[config.mk]
export PLATFORM = sky130hd
export DESIGN_NAME = add_seq_ctrl
export DESIGN_NICKNAME = d
export VERILOG_FILES = /design/src/rtl/add_pkg.sv /design/src/rtl/add.sv /design/src/rtl/add_seq_ctrl.sv
export SDC_FILE = /design/constraint.sdc
export NUM_CORES = 1
export LEC_CHECK = 0
export ABC_AREA = 1
export CAP_MARGIN = 20
export CORE_ASPECT_RATIO = 1.25
export CORE_MARGIN = 3
export CORE_UTILIZATION = 47
export DETAILED_ROUTE_END_ITERATION = 8
export HOLD_SLACK_MARGIN = 0.15
export PLACE_DENSITY = 0.82
export SLEW_MARGIN = 20
export SYNTH_ARGS = -nofsm -noshare
export SYNTH_HDL_FRONTEND = slang
export SYNTH_HIERARCHICAL = 1
export SYNTH_SLANG_ARGS = --single-unit
export TNS_END_PERCENT = 20
[constraint.sdc]
create_clock -name clk -period 2.63 [get_ports clk]
set_clock_uncertainty 0.05 [all_clocks]
set_input_delay 0.526 -clock clk [delete_from_list [all_inputs] [get_ports clk]]
set_output_delay 0.526 -clock clk [all_outputs]
set_load 0.005 [all_outputs]
[src/rtl/add_pkg.sv]
// Shared definitions for the nibble-serial adder sequencer.
package add_pkg;

    localparam int NIBBLE_W = 4;

    typedef enum logic [1:0] {
        ST_IDLE = 2'd0,
        ST_RUN  = 2'd1,
        ST_DONE = 2'd2
    } state_t;

endpackage

[src/rtl/add.sv]
// 4-bit ripple-carry adder: S = A + B + C_in, C4 = carry out of bit 3.
module add (
    input  logic       C_in,
    input  logic [3:0] A,
    input  logic [3:0] B,
    output logic [3:0] S,
    output logic       C4
);

    logic [4:0] c;

    assign c[0] = C_in;

    for (genvar i = 0; i < 4; i++) begin : g_fa
        assign S[i]   = A[i] ^ B[i] ^ c[i];
        assign c[i+1] = (A[i] & B[i]) | (c[i] & (A[i] ^ B[i]));
    end

    assign C4 = c[4];

endmodule

[src/rtl/add_seq_ctrl.sv]
// Nibble-serial WIDTH-bit add/subtract sequencer around one 4-bit adder.
// Operands are latched on start, then one nibble per clock is pushed through
// the adder LSB first, with C4 carried to the next nibble via a register.
module add_seq_ctrl
    import add_pkg::*;
#(
    parameter  int NIBBLES = 4,
    localparam int WIDTH   = NIBBLE_W * NIBBLES
) (
    input  logic             clk,
    input  logic             rst,
    input  logic             start,
    input  logic             sub,
    input  logic             cin,
    input  logic [WIDTH-1:0] a,
    input  logic [WIDTH-1:0] b,
    output logic             busy,
    output logic             done,
    output logic [WIDTH-1:0] sum,
    output logic             cout,
    output logic             ovf
);

    // Index width just large enough to address any nibble base of the operand.
    localparam int IW = (WIDTH > 4) ? $clog2(WIDTH) : 2;

    state_t           state;
    logic [WIDTH-1:0] opa;
    logic [WIDTH-1:0] opb;
    logic             carry;
    logic [2:0]       idx;
    logic [IW-1:0]    base;
    logic             last;

    logic [NIBBLE_W-1:0] add_a;
    logic [NIBBLE_W-1:0] add_b;
    logic [NIBBLE_W-1:0] add_s;
    logic                add_c4;

    // Bit offset of the current nibble; idx never exceeds NIBBLES-1 in RUN.
    assign base  = IW'({idx, 2'b00});
    assign last  = (idx == 3'(NIBBLES - 1));
    assign add_a = opa[base +: NIBBLE_W];
    assign add_b = opb[base +: NIBBLE_W];

    add u_add (
        .C_in (carry),
        .A    (add_a),
        .B    (add_b),
        .S    (add_s),
        .C4   (add_c4)
    );

    // Sequencer FSM with all outputs registered.
    always_ff @(posedge clk) begin
        if (rst) begin
            state <= ST_IDLE;
            opa   <= '0;
            opb   <= '0;
            carry <= 1'b0;
            idx   <= 3'd0;
            sum   <= '0;
            cout  <= 1'b0;
            ovf   <= 1'b0;
            busy  <= 1'b0;
            done  <= 1'b0;
        end else begin
            case (state)
                ST_IDLE: begin
                    if (start) begin
                        // Subtraction is A + ~B + 1, so invert B and force carry-in.
                        opa   <= a;
                        opb   <= sub ? ~b : b;
                        carry <= sub ? 1'b1 : cin;
                        idx   <= 3'd0;
                        sum   <= '0;
                        busy  <= 1'b1;
                        state <= ST_RUN;
                    end
                end
                ST_RUN: begin
                    sum[base +: NIBBLE_W] <= add_s;
                    carry <= add_c4;
                    idx   <= idx + 3'd1;
                    if (last) begin
                        // Overflow: operand signs agree but the result sign differs.
                        cout  <= add_c4;
                        ovf   <= (opa[WIDTH-1] == opb[WIDTH-1]) &&
                                 (add_s[NIBBLE_W-1] != opa[WIDTH-1]);
                        busy  <= 1'b0;
                        done  <= 1'b1;
                        state <= ST_DONE;
                    end
                end
                ST_DONE: begin
                    done  <= 1'b0;
                    state <= ST_IDLE;
                end
                default: begin
                    busy  <= 1'b0;
                    done  <= 1'b0;
                    state <= ST_IDLE;
                end
            endcase
        end
    end

endmodule

After elaboration in Yosys (flattened, before gate mapping) --
Index checks and enable logic that the tools add are counted.
Cells by class: $add $sub $neg 2, equality and inequality tests 7, shift-type cells 4, muxes and demuxes 17, bitwise operators 23, reductions and logical operators 9
Operator list (number):
- 2-to-1 mux 16 bit | 2
- case mux 16 bit (2 select lines) | 1
- indexed part select 16 x 5 -> 4 bit | 2
- bitwise mux 16 bit | 1
- NOT 16 bit | 1
- variable shift 4 x 6 -> 16 bit, first input constant | 1
- indexed part select 4 x 6 -> 16 bit | 1
- AND reduction 2 bit | 5
- AND 1 bit | 8
- bitwise XOR 1 bit | 8
- negator 4 -> 6 bit | 1
- case mux 3 bit (2 select lines) | 1
- 2-to-1 mux 1 bit | 5
- 2-to-1 mux 2 bit | 2
- inequality test 2 bit, second input constant | 2
- OR 1 bit | 4
- case mux 1 bit (2 select lines) | 2
- case mux 2 bit (2 select lines) | 1
- adder 3 x 1 -> 3 bit, second input constant | 1
- equality test 3 x 2 -> 1 bit, second input constant | 1
- 2-to-1 mux 3 bit | 1
- case mux 1 bit (3 select lines) | 1
- AND reduction 3 bit | 1
- equality test 2 x 1 -> 1 bit, second input constant | 1
- 7 further kinds | 8
Storage, ports and cells: flip-flop bits (word level) 58, input bits 37, output and inout bits 20, logic and storage cells 72

Logic depth before layout (Yosys ltp) --
Gate-level depths: netlist of run 1.
depth after elaboration 12, mapped depth 16, gate-level depth less buffers 15

Modules after synthesis --
The synthesis of run 1 kept the hierarchy.
By module, submodules not included:
- add_seq_ctrl | instances 1, cells an instance 401, area each 2819.0 um^2, sequential area each 1161.1 um^2
- add | instances 1, cells an instance 14, area each 117.6 um^2, sequential area each 0.0 um^2

Worst setup path after synthesis of run 1 --
No wires, ideal clock.
path kind register to register, start reg idx[1], end reg ovf, arrival time 2755 ps, required time 2470 ps, setup slack -285 ps, cell stages (with the launch flop) 17, buffers on the path 1, path through dfxtp_1 clkbuf_1 inv_1 o21ai_0 o22ai_1 fa_1 inv_1 fa_1 inv_1 fa_1 inv_1 fa_1 inv_1 nand3b_1 nand3_1 nand3_1 inv_1
Between the ends: word-level cells in the longest chain between the ends 11
Ends and longest elaborated chain:
- from (decl) | line add_seq_ctrl.sv:31 | logic [2:0] idx;
- from (signal assigned) | line add_seq_ctrl.sv:84 | idx <= idx + 3'd1;
- indexed part select 16 x 5 -> 4 bit * | line add_seq_ctrl.sv:43 | assign add_a = opa[base +: NIBBLE_W];
- net add_a[0] | line add_seq_ctrl.sv:35 | logic [NIBBLE_W-1:0] add_a;
- bitwise XOR 1 bit | line add.sv:16 | assign c[i+1] = (A[i] & B[i]) | (c[i] & (A[i] ^ B[i]));
- AND 1 bit | line add.sv:16
- OR 1 bit * | line add.sv:16
- AND 1 bit * | line add.sv:16
- OR 1 bit * | line add.sv:16
- AND 1 bit * | line add.sv:16
- OR 1 bit * | line add.sv:16
- bitwise XOR 1 bit * | line add.sv:15 | assign S[i] = A[i] ^ B[i] ^ c[i];
- net add_s[3] | line add_seq_ctrl.sv:37 | logic [NIBBLE_W-1:0] add_s;
- inequality test 1 bit * | line add_seq_ctrl.sv:89 | (add_s[NIBBLE_W-1] != opa[WIDTH-1]);
- logical AND 1 bit * | line add_seq_ctrl.sv:88 | ovf <= (opa[WIDTH-1] == opb[WIDTH-1]) &&
- to (signal assigned) | line add_seq_ctrl.sv:88
- to (decl) | line add_seq_ctrl.sv:21 | output logic ovf
Mark *: on every way through the listed nets, which the timed path passes. The rest lies on a longest branch. A chain may end at the register's enable or synchronous reset.

Worst setup path after layout of run 1 --
start reg idx[0], end reg ovf
Same word-level chain as after synthesis.

==> flow_summary.ini, run 1 <==
[worst_setup_path]
r2r_end = ovf$_SDFFE_PP0P_
cp-start-kind = register
r2r_slack_ns = -0.09
reg2regPathDepth = 15
reg2reg_from = idx[0]$_SDFFE_PP0P_
worst_setup_path_end_kind = register
crit_type = register to register
crit_path_max_fanout = 7
crit_arrival_ns = 2.91
required_ns = 2.82

[power_and_ir_drop]
power_density_nw_per_um2 = 565.1
peakVddDrop_v = 0.0003476
switchingPower_uw = 626.6
clockPowerShare_pct = 33.0
p_leak_uw = 0.001622
seq_power_share_pct = 45.3
swShare_pct = 28.91
p_comb_share_pct = 21.6
intPower_uw = 1541

[timing]
relSlewSlack_pct = 70.04
fin_tns_setup_ns = -0.3312
rsz0062_at_grt = yes
setup_violations = 5
final.setup.worst_slack_ns = -0.09090
slew_violations = 0
hold_violations = 0
period_share_pct = 103.5
timing.final.crit_period_ns = 2.721
fmax_mhz = 367.5
whs_ns = 0.4171
tightest_slew_ns = 0.4488

[worst_hold_path]
holdCritPathClass = register to register
worstHoldEndpoint = cout$_SDFFE_PP0P_
whs_path_depth = 2
hp-start = cout$_SDFFE_PP0P_

[synthesis]
yosysUniqueCellTypes = 26
syn_nets = 462
seq_area_frac_synth_pct = 39.54
synth_area_leader_cell = dfxtp_1
synth_top_area_share_pct = 39.54
synth_area_um2 = 2937
synth_cells = 415
yosys-top-cells-area = dfxtp_1, nor2_1, nand2_1
yosysWarnings = 6
avgSynthCellArea_um2 = 7.076
synth_seq_cells = 58

[finish]
final_cell_mix = nor2_1, nand2_1, dfxtp_1
syn_to_final_growth_pct = 30.63
fillCellCount = 523
final_nets = 525
drive_gt1_share_pct = 12.66
antenna_cells = 0
layout_commonest_cell = nor2_1

[clock_network]
htreeDepth = 3
clk_pin_slew_ns = 0.06
cts_max_path_buffers = 2
cts_root_buffer = clkbuf_8
cts.sinks = 58
clk_latency_ns = 0.34
cts_buffers = 9
tritoncts = built

[global_routing]
gr-total-overflow = 0
track_usage_pct = 19.75
grt_pass1_wl_um = 11270
grt_max_degree = 37
antenna_found_initial = 0
grt_pass1_vias = 2610

[run]
cap_viol_max_count = 0

[outcome]
violations = setup timing
outcome = complete, but fails checks

[detailed_routing]
dr.pass1.iters = 4
vias = 2776
drtIter0Drc = 108
ant_nets = 0
post_drt_wl_per_cell_um = 12.06
drt-vias-per-instance = 4.922
drc = 0
wirelength_um = 6800

[floorplan]
io_pins = 57
start_util_pct = 49.48
core.rowCount = 31
dieHeight_um = 94.38
die-area_um2 = 7239
coreArea_um2 = 5934
die_w_um = 76.70

[placed_design]
dpl.hpwl_um = 5097
port-buffer-count = 56
gp_congestion = 0.8878
[per-stage QoR]
| stage | total power (uW) | setup slack (ns) | cells | util, % | cell area, um2 |
|---|---|---|---|---|---|
| after floorplan | 1307 | -0.06069 | 415 | - | 2997 |
| after global placement | 1442 | -0.03331 | 549 | 61.00 | 3620 |
| after detailed placement | 1456 | -0.1376 | 549 | 61.00 | 3620 |
| after CTS | 2179 | -0.07325 | 564 | 64.58 | 3832 |
| after global routing | 2285 | -0.2151 | 564 | 64.64 | 3836 |
| final | 2168 | -0.09090 | 564 | 64.64 | 3836 |
[cell type report]
cell class	count	area [um2]	area share [%]
multi-input cells	303	1578	41.13
flip-flops and latches	58	1165	30.37
repair buffers	73	691.9	18.04
clock buffers	12	155.1	4.044
inverters	33	128.9	3.359
well taps	82	102.6	2.674
clock inverters	3	15.01	0.3914
[repair_timing]
action                                  4_1_cts  5_1_grt
pin swaps                                     8        1
hold buffers                                  0        0
resized for setup                            12        1
endpoints found under the setup margin        5        5
setup buffers                                 0        0
[synth_stat cells]
| cell type | count |
|---|---|
| buf_6 | 3 |
| o21ai_0 | 34 |
| nand3_1 | 21 |
| dfxtp_1 | 58 |
| nand3b_1 | 7 |
| nand2_1 | 73 |
| o22ai_1 | 8 |
| a21oi_1 | 13 |
| clkinv_1 | 1 |
| buf_2 | 6 |
| buf_4 | 5 |
| inv_2 | 4 |
| or2_1 | 1 |
| clkbuf_1 | 6 |
| nor2_2 | 2 |
| o21a_1 | 1 |
| nor2_1 | 110 |
| nand3_2 | 4 |
| xnor2_1 | 16 |
| clkbuf_4 | 1 |
| ha_1 | 6 |
| nand4_1 | 1 |
| inv_1 | 28 |
| fa_1 | 4 |
| nand2_4 | 1 |
| nor2_4 | 1 |
[worst max path at each step]
stage                   startpoint              endpoint  cells past startpoint
2_1_floorplan  idx[0]$_SDFFE_PP0P_      ovf$_SDFFE_PP0P_                     16
3_3_place_gp   idx[0]$_SDFFE_PP0P_      ovf$_SDFFE_PP0P_                     15
3_5_place_dp   idx[0]$_SDFFE_PP0P_  sum[15]$_SDFFE_PP0P_                     15
4_1_cts        idx[0]$_SDFFE_PP0P_      ovf$_SDFFE_PP0P_                     15
5_1_grt        idx[0]$_SDFFE_PP0P_      ovf$_SDFFE_PP0P_                     15
6_report       idx[0]$_SDFFE_PP0P_      ovf$_SDFFE_PP0P_                     15
[flip-flops by register name (all words and copies together) (netlist names), 2 cells and up]
name and flops:
opa 16, sum 16, opb 16, state 2, idx 3
[logic make-up after synthesis]
| logic type | after synthesis | synth area share (%) |
|---|---|---|
| AOI/OAI and AO/OA | 56 | 9.970 |
| DFF | 58 | 39.54 |
| xor gates and xnor gates | 16 | 4.772 |
| and+or+nand+nor | 221 | 31.74 |
| adders and majority gates | 10 | 5.283 |
| buffers and inverters | 54 | 8.692 |
[power groups by stage]
stage,combinational (uW),sequential (uW),clock (uW)
after floorplan,325,982,0
after global placement,446,996,0
after detailed placement,458,998,0
after CTS,469,982,728
after global routing,527,988,770
final,469,983,716
[per-layer routing]
layer | global-route usage [%] | wire, um | share of wire [%] | vias up
met5 | 0 | 0 | 0 | -
met4 | 10.27 | 163 | 2.4 | 0
met3 | 6.107 | 305 | 4.5 | 16
met2 | 36.99 | 3636 | 53 | 74
met1 | 19.51 | 2695 | 40 | 1260
li1 | - | - | - | 1426
[worst max-delay path: stages (launching register included)]
cell and delay [ns]:
dfxtp_4 0.41, inv_6 0.06, o21ai_4 0.14, o22ai_2 0.10, fa_2 0.37, inv_2 0.07
fa_2 0.17, inv_1 0.05, fa_2 0.33, inv_2 0.06, fa_1 0.41, inv_2 0.11
nand3b_1 0.11, nand3_1 0.08, nand3_1 0.08, inv_1 0.04
(Power assumes the default switching activity.)
==> run 2: changes to the inputs <==
--- a/config.mk
+++ b/config.mk
@@ -7,12 +7,14 @@
 export LEC_CHECK = 0
 export ABC_AREA = 1
 export CAP_MARGIN = 20
+export CELL_PAD_IN_SITES_DETAIL_PLACEMENT = 0
+export CELL_PAD_IN_SITES_GLOBAL_PLACEMENT = 1
 export CORE_ASPECT_RATIO = 1.25
 export CORE_MARGIN = 3
-export CORE_UTILIZATION = 47
+export CORE_UTILIZATION = 33
 export DETAILED_ROUTE_END_ITERATION = 8
 export HOLD_SLACK_MARGIN = 0.15
-export PLACE_DENSITY = 0.82
+export PLACE_DENSITY = 0.81
 export SLEW_MARGIN = 20
 export SYNTH_ARGS = -nofsm -noshare
 export SYNTH_HDL_FRONTEND = slang
==> run 2 against run 1 <==
Compared with the run above: the run still ends with setup timing left; global-route usage down 4.8 points; critical path depth stayed put; maximum frequency up 0.30%; first-iteration DRC count grew 12%; combinational power rose by 1%; non-clock buffer count is 1 lower; power is 2.2% lower; wire length rose by 2.7%; die area grew 39%; design area rose by 1.3%.
==> flow_summary.ini, run 2 (synthesis results as in run 1) <==
[worst_setup_path]
reg2regPathDepth = 15
crit_type = register to register
critPathMaxStageDelay_ns = 0.41
critPathBufInv = 6
crit_path_max_fanout = 8
cp_slowest_cell = dfxtp_4
required_ns = 2.81
cp_num_cells = 15
critPathTopFamily = adder cells
r2r_end = ovf$_SDFFE_PP0P_
reg2reg_from = idx[0]$_SDFFE_PP0P_
worst_setup_path_end_kind = register
crit_arrival_ns = 2.90
cp-start-kind = register
crit_chain = inv_6 > o21ai_4 > o22ai_2 > fa_2 > inv_2 > fa_2 > inv_2 > fa_2 > inv_2 > fa_1 > inv_2 > nand3b_1 > nand3_1 > nand3_1 > inv_1
endpoint = ovf$_SDFFE_PP0P_
cp-startpoint = idx[0]$_SDFFE_PP0P_
crit_top_cell = inv_2
r2r_slack_ns = -0.08

[detailed_routing]
wl_met3_um = 271
met1_length_um = 2995
post_drt_wl_per_cell_um = 11.68
ant_nets = 0
dr.pass1.iters = 4
drt-vias-per-instance = 4.505
drc = 0
wirelength_um = 6984
highest_layer = met4
dr_wl_met2_um = 3530
drtIter0Drc = 121
vias = 2694

[finish]
final_cell_mix = nor2_1, nand2_1, dfxtp_1, clkdlybuf4s50_1, o21ai_0
final_area_um2 = 3886
syn_to_final_growth_pct = 32.34
final_nets = 524
drive_gt1_share_pct = 12.89
layout_commonest_cell = nor2_1
antenna_cells = 0
final_cells = 598
reg_top3 = opa: 16 flops, opb: 16 flops, sum: 16 flops

[floorplan]
coreArea_um2 = 8426
start_util_pct = 34.85
core.rowCount = 37
die_w_um = 90.38
dieHeight_um = 111.5
die-area_um2 = 10070
io_pins = 57

[placed_design]
gp_congestion = 0.8366
place_inst = 583
dpl.hpwl_um = 5312
place_ws_ns = -0.1491
dpl-instance-area_um2 = 3669
port-buffer-count = 56

[timing]
timing.final.crit_period_ns = 2.713
period_share_pct = 103.1
fmax_mhz = 368.6
whs_ns = 0.4182
hold_violations = 0
relSlewSlack_pct = 68.11
rsz0062_at_grt = yes
setup_violations = 5
final.setup.worst_slack_ns = -0.08278
slew_violations = 0
tightest_slew_ns = 0.4777

[global_routing]
grt_max_degree = 35
grt_pass1_wl_um = 12160
track_usage_pct = 14.90
antenna_found_initial = 0
grt_pass1_vias = 2646
gr-total-overflow = 0

[clock_network]
clk_pin_slew_ns = 0.06
htreeDepth = 3
clk_latency_ns = 0.34
cts_buffers = 9
cts_root_buffer = clkbuf_8
cts_max_path_buffers = 2
tritoncts = built
cts.sinks = 58

[worst_hold_path]
hp-start = idx[2]$_SDFFE_PP0P_
holdCritPathClass = register to register

[outcome]
violations = setup timing
outcome = complete, but fails checks

[power_and_ir_drop]
power_density_nw_per_um2 = 545.4
p_leak_uw = 0.001620
peakVddDrop_v = 0.0002123

[run]
cap_viol_max_count = 0
[run 2: routing by layer]
layer | GRT usage, % | up-vias
met3 | 3.649 | 13
met2 | 26.22 | 55
met5 | 0 | -
met4 | 7.150 | 0
met1 | 16.82 | 1198
li1 | - | 1428
[run 2: tightest hold or removal path: stages (launching register included)]
cell and delay (ns):
dfxtp_1 0.31, nand2_1 0.06, a21oi_1 0.05
[run 2: power by group]
part | internal [uW] | switching, uW | total, uW
clock network | 329 | 333 | 663
registers | 937 | 44.2 | 981
logic | 225 | 251 | 476
total | 1490 | 628 | 2120
[run 2: timing repair]
item,4_1_cts,5_1_grt
pin swaps,8,3
setup endpoints to repair,5,5
gates resized for setup,13,8
hold buffers,0,0
hold endpoints to repair,0,0
setup buffers,0,0
[run 2: worst min-delay path by stage]
stage	depth (start not counted)	end
finish	2	idx[2]$_SDFFE_PP0P_
global route	2	idx[2]$_SDFFE_PP0P_
global placement	2	idx[2]$_SDFFE_PP0P_
floorplan	2	idx[2]$_SDFFE_PP0P_
detailed placement	2	idx[2]$_SDFFE_PP0P_
CTS	2	idx[2]$_SDFFE_PP0P_
[run 2: stage by stage]
step | power, uW | util [%] | setup TNS (ns)
2_1_floorplan | 1307 | - | -0.2320
3_3_place_gp | 1459 | 43.54 | -0.2300
3_5_place_dp | 1465 | 43.54 | -0.6152
4_1_cts | 2144 | 45.78 | -0.1151
5_1_grt | 2262 | 46.12 | -0.9448
6_report | 2120 | 46.12 | -0.2833
[run 2: final cells by class]
class | count | area (um2)
timing repair buffer | 72 | 713.2
multi-input combinational | 303 | 1578
sequential | 58 | 1169
clock buffer | 11 | 131.4
inverter | 33 | 128.9
fill | 924 | 4539
tap | 117 | 146.4
clock inverter | 4 | 20.02
==> run 3: changes to the inputs <==
--- a/config.mk
+++ b/config.mk
@@ -14,7 +14,7 @@
 export CORE_UTILIZATION = 33
 export DETAILED_ROUTE_END_ITERATION = 8
 export HOLD_SLACK_MARGIN = 0.15
-export PLACE_DENSITY = 0.81
+export PLACE_DENSITY = 0.8
 export SLEW_MARGIN = 20
 export SYNTH_ARGS = -nofsm -noshare
 export SYNTH_HDL_FRONTEND = slang
==> run 3 against run 2 <==
Compared with the run above: the run still ends with setup timing left; sequential share of layout area fell by 0.12 points; via count rose by 0.52%; critical path depth stayed put; critical path type unchanged; critical endpoint unchanged; largest power group unchanged.
==> flow_summary.ini, run 3 (synthesis results as in run 1) <==
[power_and_ir_drop]
clockPowerShare_pct = 33.6
seq_power_share_pct = 44.9
switchingPower_uw = 615.4
swShare_pct = 28.20
peakVddDrop_v = 0.0003022
power_density_nw_per_um2 = 560.4
p_leak_uw = 0.001623
p_comb_share_pct = 21.5
intPower_uw = 1566

[floorplan]
die-area_um2 = 10070
io_pins = 57
coreArea_um2 = 8426
dieHeight_um = 111.5
start_util_pct = 34.85
die_w_um = 90.38
core.rowCount = 37

[placed_design]
dpl.hpwl_um = 5352
place_inst = 583
port-buffer-count = 56
gp_congestion = 0.8434

[global_routing]
grt_pass1_wl_um = 11690
antenna_found_initial = 0
gr-total-overflow = 0
grt_max_degree = 37
grt_pass1_vias = 2675
track_usage_pct = 14.32

[timing]
slew_violations = 0
setup_violations = 5
timing.final.crit_period_ns = 2.689
fin_tns_setup_ns = -0.2159
relSlewSlack_pct = 68.90
period_share_pct = 102.2
final.setup.worst_slack_ns = -0.05865
fmax_mhz = 371.9
tightest_slew_ns = 0.4616
rsz0062_at_grt = yes
hold_violations = 0

[worst_setup_path]
crit_arrival_ns = 2.87
cp-start-kind = register
crit_type = register to register
required_ns = 2.81
crit_path_max_fanout = 7
worst_setup_path_end_kind = register

[finish]
antenna_cells = 0
reg_top3 = opa: 16 flops, opb: 16 flops, sum: 16 flops
layout_commonest_cell = nor2_1
drive_gt1_share_pct = 12.89
final_cells = 598
syn_to_final_growth_pct = 32.59
final_nets = 525
fin_util_pct = 46.21
register_area_um2 = 1166
final_cell_mix = nor2_1, nand2_1, dfxtp_1, clkdlybuf4s50_1, o21ai_0
multi_input_area_um2 = 1567
fillCellCount = 895

[outcome]
violations = setup timing
outcome = complete, but fails checks

[detailed_routing]
vias = 2708
ant_nets = 0
wirelength_um = 6865
post_drt_wl_per_cell_um = 11.48
drtIter0Drc = 92
dr.pass1.iters = 4
drc = 0
drt-vias-per-instance = 4.528

[clock_network]
cts_buffers = 9
htreeDepth = 3
clk_pin_slew_ns = 0.06
cts_max_path_buffers = 2
tritoncts = built
ctsHoldBuffers = 0
clk_latency_ns = 0.34
cts.sinks = 58
cts_root_buffer = clkbuf_8

[run]
cap_viol_max_count = 0

[worst_hold_path]
holdCritPathClass = register to register
==> run 3: power groups by stage <==
stage               Combinational (uW)  Sequential, uW  Clock [uW]
floorplan                          325             982           0
global placement                   462             998           0
detailed placement                 467             998           0
CTS                                474             980         756
global route                       539             986         787
finish                             469             980         733
==> run 3: repair_timing <==
action	CTS	global route
hold endpoints to repair	0	0
pin swaps	8	3
resized for setup	9	5
buffers inserted	1	0
setup endpoints to repair	5	6
==> run 3: worst paths after layout <==
check	startpoint	end	slack (ns)	cells past startpoint
setup / recovery	idx[0]$_SDFFE_PP0P_	ovf$_SDFFE_PP0P_	-0.06	15
hold / removal	idx[2]$_SDFFE_PP0P_	idx[2]$_SDFFE_PP0P_	0.42	2
setup reg to reg	idx[0]$_SDFFE_PP0P_	ovf$_SDFFE_PP0P_	-0.06	15
hold reg to reg	idx[2]$_SDFFE_PP0P_	idx[2]$_SDFFE_PP0P_	0.42	2
==> run 3: metal layers <==
| metal | up-vias | track usage, % | wire length, um |
|---|---|---|---|
| li1 | 1425 | - | - |
| met1 | 1207 | 15.06 | 2853 |
| met2 | 61 | 25.62 | 3534 |
| met3 | 15 | 3.311 | 259 |
| met4 | 0 | 8.989 | 218 |
| met5 | - | 0 | 0 |
==> run 3: cell type report <==
| type | instances | share of cell area, % |
|---|---|---|
| multi-input cells | 303 | 40.23 |
| clock buffers | 12 | 4.242 |
| inverters | 33 | 3.310 |
| well taps | 117 | 3.760 |
| repair buffers | 73 | 18.19 |
| clock inverters | 2 | 0.3213 |
| flip-flops and latches | 58 | 29.95 |
==> run 3: worst max-delay path, stage by stage (launching register included) <==
cell	delay, ns
dfxtp_4	0.38
buf_4	0.15
nor2_2	0.08
o22ai_2	0.08
fa_2	0.36
inv_2	0.06
fa_2	0.18
inv_2	0.04
fa_2	0.33
inv_2	0.06
fa_1	0.41
inv_2	0.11
nand3b_1	0.12
nand3_1	0.07
nand3_1	0.07
inv_1	0.04
==> run 3: stage by stage <==
stage / setup slack (ns) / power, uW / hold WS (ns) / instance area (um2)
after CTS: -0.09637 / 2210 / 0.4171 / 3875
final: -0.05865 / 2182 / 0.4205 / 3894
after floorplan: -0.06069 / 1307 / 0.3893 / 2997
after global placement: -0.06294 / 1459 / 0.4031 / 3669
after detailed placement: -0.1874 / 1465 / 0.4067 / 3669
after global routing: -0.2152 / 2313 / 0.4490 / 3894
